`src/rtl/ps2_key_encoder.sv`:
```
// Queued key-command encoder producing the 11-bit ps2_key event bus
// with enforced spacing between events and optional press/release taps.
module ps2_key_encoder #(
   parameter int DEPTH = 8,
   parameter int GAP   = 16,
   parameter int HOLD  = 1024
) (
   input  logic        clk,
   input  logic        reset,
   input  logic        flush,
   input  logic        in_valid,
   output logic        in_ready,
   input  logic [7:0]  in_code,
   input  logic        in_ext,
   input  logic [1:0]  in_mode,
   output logic [10:0] ps2_key,
   output logic        busy
);

   localparam int AW   = $clog2(DEPTH);
   localparam int MAXC = (HOLD > GAP) ? HOLD : GAP;
   localparam int CW   = $clog2(MAXC);

   typedef enum logic [1:0] {
      IDLE,
      TAPHOLD,
      WAIT
   } state_t;

   logic [10:0]   mem [DEPTH];
   logic [AW:0]   wr_ptr;
   logic [AW:0]   rd_ptr;
   logic          empty;
   logic          full;
   logic          push;
   logic          pop;
   logic          take;
   logic [10:0]   head;

   state_t        state;
   state_t        state_n;
   logic [CW-1:0] cnt;
   logic [CW-1:0] cnt_n;
   logic [10:0]   key_n;

   assign empty    = (wr_ptr == rd_ptr);
   assign full     = (wr_ptr[AW] != rd_ptr[AW]) &&
                     (wr_ptr[AW-1:0] == rd_ptr[AW-1:0]);
   assign in_ready = ~full & ~flush;
   assign push     = in_valid & in_ready;
   assign head     = mem[rd_ptr[AW-1:0]];
   assign busy     = (state != IDLE) | ~empty;

   always_ff @(posedge clk) begin
      if (push)
         mem[wr_ptr[AW-1:0]] <= {in_mode, in_ext, in_code};
   end

   always_ff @(posedge clk or posedge reset) begin
      if (reset) begin
         wr_ptr <= '0;
         rd_ptr <= '0;
      end else if (flush) begin
         wr_ptr <= '0;
         rd_ptr <= '0;
      end else begin
         if (push)
            wr_ptr <= wr_ptr + (AW+1)'(1);
         if (pop)
            rd_ptr <= rd_ptr + (AW+1)'(1);
      end
   end

   always_ff @(posedge clk or posedge reset) begin
      if (reset) begin
         state   <= IDLE;
         cnt     <= '0;
         ps2_key <= '0;
      end else begin
         state   <= state_n;
         cnt     <= cnt_n;
         ps2_key <= key_n;
      end
   end

   // The last WAIT cycle doubles as an IDLE slot so queued events
   // come out exactly GAP cycles apart.
   always_comb begin
      state_n = state;
      cnt_n   = cnt;
      key_n   = ps2_key;
      pop     = 1'b0;
      take    = 1'b0;
      unique case (state)
         IDLE: take = 1'b1;
         TAPHOLD: begin
            if (cnt == '0) begin
               key_n   = {~ps2_key[10], 1'b0, ps2_key[8:0]};
               cnt_n   = CW'(GAP - 1);
               state_n = WAIT;
            end else begin
               cnt_n = cnt - CW'(1);
            end
         end
         WAIT: begin
            if (cnt == '0) begin
               state_n = IDLE;
               take    = 1'b1;
            end else begin
               cnt_n = cnt - CW'(1);
            end
         end
         default: state_n = IDLE;
      endcase
      if (take && !empty && !flush) begin
         pop = 1'b1;
         unique case (head[10:9])
            2'b00: begin
               key_n   = {~ps2_key[10], 1'b1, head[8:0]};
               cnt_n   = CW'(GAP - 1);
               state_n = WAIT;
            end
            2'b01: begin
               key_n   = {~ps2_key[10], 1'b0, head[8:0]};
               cnt_n   = CW'(GAP - 1);
               state_n = WAIT;
            end
            2'b10: begin
               key_n   = {~ps2_key[10], 1'b1, head[8:0]};
               cnt_n   = CW'(HOLD - 1);
               state_n = TAPHOLD;
            end
            default: state_n = IDLE;
         endcase
      end
   end

endmodule

```
`config.mk`:
```
export PLATFORM = sky130hd
export DESIGN_NAME = ps2_key_encoder
export DESIGN_NICKNAME = d
export VERILOG_FILES = /design/src/rtl/ps2_key_encoder.sv
export SDC_FILE = /design/constraint.sdc
export NUM_CORES = 1
export LEC_CHECK = 0
export CORE_ASPECT_RATIO = 0.9
export CORE_UTILIZATION = 58
export CTS_CLUSTER_SIZE = 10
export DETAILED_ROUTE_END_ITERATION = 10
export PLACE_DENSITY_LB_ADDON = 0.25
export SLEW_MARGIN = 20
export SYNTH_ARGS = -nofsm -noshare
export SYNTH_HDL_FRONTEND = slang
export SYNTH_SLANG_ARGS = --single-unit
```
`constraint.sdc`:
```
create_clock -name clk -period 3.27 [get_ports clk]
set_input_delay 0.327 -clock clk [delete_from_list [all_inputs] [get_ports clk]]
set_output_delay 0.327 -clock clk [all_outputs]
set_load 0.02 [all_outputs]
```
# Yosys cells after proc, flatten, opt, wreduce, memory -nomap -nowiden
# Memories as Yosys holds them, arrays and structs flattened.
# Cells that the tools add are included.
op_classes:
  bitwise_logic: 7
  n_eq_ne: 10
  multipliers: 0
  magnitude_cmp: 0
  div: 0
  n_shift: 0
  n_reduce_logical: 14
  muxes: 23
  addsub: 3
op_table:
  columns: ["op", "n"]
  rows:
  - ["$pmux W10 S2", 2]
  - ["$mux W11", 3]
  - ["$mux W10", 3]
  - ["$pmux W11 S2", 1]
  - ["$mux W4", 4]
  - ["$logic_not A10 Y1", 1]
  - ["$sub A10 B1 Y10 const B", 1]
  - ["$add A4 B1 Y4 const B", 2]
  - ["$mux W2", 3]
  - ["$ne A3 B3 Y1 const B", 2]
  - ["$pmux W2 S3", 1]
  - ["$reduce_bool A2 Y1", 3]
  - ["$eq A2 B1 Y1 const B", 2]
  - ["$eq A2 B2 Y1 const B", 2]
  - ["$eq A4 B4 Y1", 1]
  - ["$logic_not A2 Y1", 2]
  - ["$mux W1", 4]
  - ["$not A1 Y1", 4]
  - ["$pmux W2 S2", 1]
  - ["$reduce_or A2 Y1", 2]
  - ["$eq A3 B3 Y1", 1]
  - ["$logic_and A1 B1 Y1", 3]
  - ["$reduce_and A3 Y1", 1]
  - ["$and A1 B1 Y1", 2]
  - ["other kinds (5)", 6]
totals:
  ff_bits: 31
  input_bits: 15
  output_inout_bits: 13
  ram_bits: 88
  latch_bits: 0
  elab_cells: 63
  n_memories: 1
  mem_bits_ro: 0
memory_table:
  columns: ["memory", "words", "width", "rd", "rd_clocked_by_memory_dff", "write_ports", "line", "rtl"]
  rows:
  - ["mem", 8, 11, 1, 0, 1, "30", "logic [10:0] mem [DEPTH];"]

# Depth between registers and ports, before layout
depth:
  ltp_word: 8
  mapped_depth: 10
  mapped_depth_nobuf: 10

# Worst setup path after synthesis
# Ideal clock, no wire load.
synth_timing:
  kind: "register to register"
  from: "reg wr_ptr[0]"
  to: "mem mem[1][0], enable pin"
  path_slack_ns: -0.058
  setup_time_ns: 0.412
  path_buffers: 1
  t_arrival_ns: 2.915
  path_stages_with_launch: 6
  synth_period_minus_slack_ns: 3.328
  path_cell_list: "dfrtp_1 -> buf_1 -> xnor2_1 -> a41oi_1 -> nand2_1 -> nor4b_1"
synth_between:
  elab_chain_cells: 7
synth_rtl:
  columns: ["item", "line", "rtl"]
  rows:
  - ["start, declared", "31", "logic [AW:0] wr_ptr;"]
  - ["start signal, assigned", "68", "wr_ptr <= wr_ptr + (AW+1)'(1);"]
  - ["$eq A3 B3 Y1", "48", "(wr_ptr[AW-1:0] == rd_ptr[AW-1:0]);"]
  - ["$logic_and A1 B1 Y1", "47", "assign full = (wr_ptr[AW] != rd_ptr[AW]) &&"]
  - ["$not A1 Y1", "49", "assign in_ready = ~full & ~flush;"]
  - ["$and A1 B1 Y1", "49", null]
  - ["net in_ready", "12", "output logic in_ready,"]
  - ["$and A1 B1 Y1", "50", "assign push = in_valid & in_ready;"]
  - ["$mux W1", "55", "if (push)"]
  - ["$mux W1 (implied by the code)", "56", "mem[wr_ptr[AW-1:0]] <= {in_mode, in_ext, in_code};"]
  - ["end, declared", "30", null]
# The timed path passes the listed nets, and every way through them passes these cells.

# Worst setup path in the final report
layout_timing:
  from: "reg rd_ptr[0]"
  to: "out in_ready"
layout_between:
  elab_chain_cells: 4
layout_rtl:
  columns: ["item", "line", "rtl"]
  rows:
  - ["start, declared", "32", "logic [AW:0] rd_ptr;"]
  - ["start signal, assigned", "70", "rd_ptr <= rd_ptr + (AW+1)'(1);"]
  - ["$eq A3 B3 Y1", "48", null]
  - ["$logic_and A1 B1 Y1", "47", null]
  - ["$not A1 Y1", "49", null]
  - ["$and A1 B1 Y1", "49", null]
  - ["end, declared", "12", null]
# Every way passes these cells.

==> results.ini <==
[drt]
drc=0
first_pass_iters=4
routed.top_layer=met4
wl_met2_mm=5.23
routed_wl_mm=10.7
wl_per_cell_um=21.5
met3_length_um=566
m1WireLength_mm=4.67
viasPerCell=6.26
drt_iter0_drc=239
ant_nets=0
vias=3109

[timing]
fmax_ghz=0.340
rsz0062_at_grt=false
slew_violations=0
fin_crit_sh_pct=89.9
worst_pin_slew_ns=1.18
slew_headroom_pct=20.8
hold_viol_final=0
setup_viol=0
skew_ns=0.0104
period_needed_ns=2.94
finalSetupTns_ns=0

[cells_and_area]
seq_area_um2=3420
num-fill-cells=534
drive_gt1_share_pct=24.1
multi_input_area_um2=1660
antenna_cells=0
fin_area_um2=6230
areaGrowthSynthToFinish_pct=20.2
utilization_pct=72.4
nets=388

[yosys]
synth_compound_area_share_pct=6.42
synth-simple-area-share_pct=7.07
synthAdderAreaFrac_pct=1.93
synth_warnings=0
synth_top_area_share_pct=51.0
syn_nets=346
synth_area_um2=5180
synthTopCellsByArea=edfxtp_1 (51%), dfrtp_1 (15%), mux4_2 (9.6%), mux2_2 (2.8%), ha_1 (1.9%)
synth_top_family_by_area=multiplexers
synth_cells=323
syn_area_per_cell_um2=16.0
synth.distinct_cells=45
synthFlopType=edfxtp_1
ys_ff_latch=119
synth.area.mux_share_pct=15.5
synth_xor_area_share_pct=0.845
synth_edf_count=88
synth_area_leader_cell=edfxtp_1
seq_area_frac_synth_pct=65.9
async_reset_ff_share_pct=26.1

[global_route]
antenna_found_initial=0
gr-total-overflow=0
grt_max_degree=25
grt_use_total_pct=26.3
grt_pass1_vias=3169
grt_pass1_wl_mm=17.4

[die]
io_pins=28
die_y_um=91.7
die_w_um=102
start_util_pct=60.2
dieArea_um2=9320
rows=32
coreArea_um2=8610

[critical_path]
required_ns=2.94
crit_fanout=12
path_class=flip-flop to output port
rr_startpoint=rd_ptr[1]$_DFFE_PP0P_
timing.rr.end=ps2_key[4]$_DFFE_PP0P_
startpoint_type=flip-flop
critPathArrivalTime_ns=2.61
cp-end-kind=output port
reg2reg_depth=4
r2r_slack_ns=0.53

[pwr]
power_frac_seq_pct=37.8
p_leak_nw=2.22
power.total_mw=5.23
power_switching_mw=1.55
clkPwrFrac_pct=34.7
power.density_nw_per_um2=839
max-vdd-ir-drop_mv=0.531
comb_power_share_pct=27.5
switching_share_pct=29.6
p_int_mw=3.68

[place]
place.gp.congestion=0.828
io_buffer_count=27
hpwlAfterDp_mm=6.44
placed_area_um2=5650

[clock_network]
clkSinkCount=119
clockBufferDepth=2
path_clk_slew_ns=0.06
cts_tree=yes
post-cts-setup-buffer-count=0
ctsResizeCount=0
clk_latency_ns=0.52
cts-hold-fix-buffers=0
numCtsBuffers=17
htreeDepth=4
cts-root-buf=clkbuf_8

[status]
status=complete, no violations

[hold_path]
hp-class=primary input to async pin

[flow_run]
maxCapViolations=0

## routing by layer
metal,vias to the layer above,GRT usage [%]
li1,1368,-
met1,1606,36.6
met2,112,39.2
met3,23,8.08
met4,0,9.78
met5,-,0
## cell type report
type                            count  share of cell area (%)
Clock inverter                     10                    2.05
Sequential cell                   119                    54.9
Clock buffer                       22                    7.27
Multi-Input combinational cell    175                    26.7
Inverter                           10                   0.602
Timing Repair Buffer               42                    6.14
Tap cell                          119                    2.39
## placed cells by master (no fill, tap or decap), drive strengths merged, types with 6 or more instances in the layout
master         instances
mux2                  22
nand2                  9
nand3                  7
clkdlybuf4s50         27
inv                    9
buf                   15
a21oi                 15
clkinv                 6
clkbuf                22
nor2                   6
mux4                  22
dfrtp                 31
ha                     8
nor3                   6
nand2b                 6
o21ai                 15
edfxtp                88
## how the worst max path moves through the flow
stage               cells after the start                endpoint                   from
floorplan                               5     mem[0][0]$_DFFE_PP_  wr_ptr[2]$_DFFE_PP0P_
global placement                        4  ps2_key[7]$_DFFE_PP0P_  rd_ptr[1]$_DFFE_PP0P_
detailed placement                      4  ps2_key[4]$_DFFE_PP0P_  rd_ptr[1]$_DFFE_PP0P_
CTS                                     3                in_ready  rd_ptr[0]$_DFFE_PP0P_
global route                            3                in_ready  rd_ptr[0]$_DFFE_PP0P_
finish                                  3                in_ready  rd_ptr[0]$_DFFE_PP0P_
## critical path, cell delays in order (launching register included)
cell and delay, ns:
dfrtp_1 0.74, xnor2_1 0.19, a41oi_1 0.47, clkdlybuf4s50_1 0.69
## per-stage QoR
step / hold WS (ns) / worst slack, ns / std cells
after detailed placement: 0.503 / 0.557 / 465
after global routing: 0.274 / 0.134 / 497
after CTS: 0.380 / 0.286 / 497
after floorplan: 0.426 / 0.0682 / 323
final: 0.212 / 0.329 / 497
after global placement: 0.497 / 0.655 / 465
## state kept, by name (all words and copies together), names as in the netlist
signal / cells
mem: 88
ps2_key: 11
cnt: 10
rd_ptr: 4
wr_ptr: 4
state: 2
## synth_stat cells, types with 5 or more instances
cell,instances
ha_1,8
nand4_1,5
nand3_1,7
mux4_2,22
nand2_1,9
a21oi_1,15
inv_1,10
nor2_1,6
nor3_1,6
edfxtp_1,88
mux2_2,13
nand2b_1,6
clkbuf_1,15
mux2_4,5
o211ai_1,5
dfrtp_1,31
o21ai_0,14
## kinds of logic after synthesis
logic type | Yosys count
flip-flops | 119
adder cells (fa/ha/maj) | 8
AND/OR/NAND/NOR | 61
AO/OA/AOI/OAI | 53
multiplexers | 48
XOR/XNOR | 5
buffers and inverters | 29
## power groups by stage
stage | Sequential, mW | Clock (mW) | Combinational (mW)
final | 1.98 | 1.81 | 1.44
after floorplan | 2.01 | 0 | 0.954
after global routing | 2.01 | 1.90 | 1.57
after detailed placement | 2.00 | 0 | 1.40
after CTS | 1.98 | 1.83 | 1.43
after global placement | 2.00 | 0 | 1.36
(Power assumes the default switching activity.)
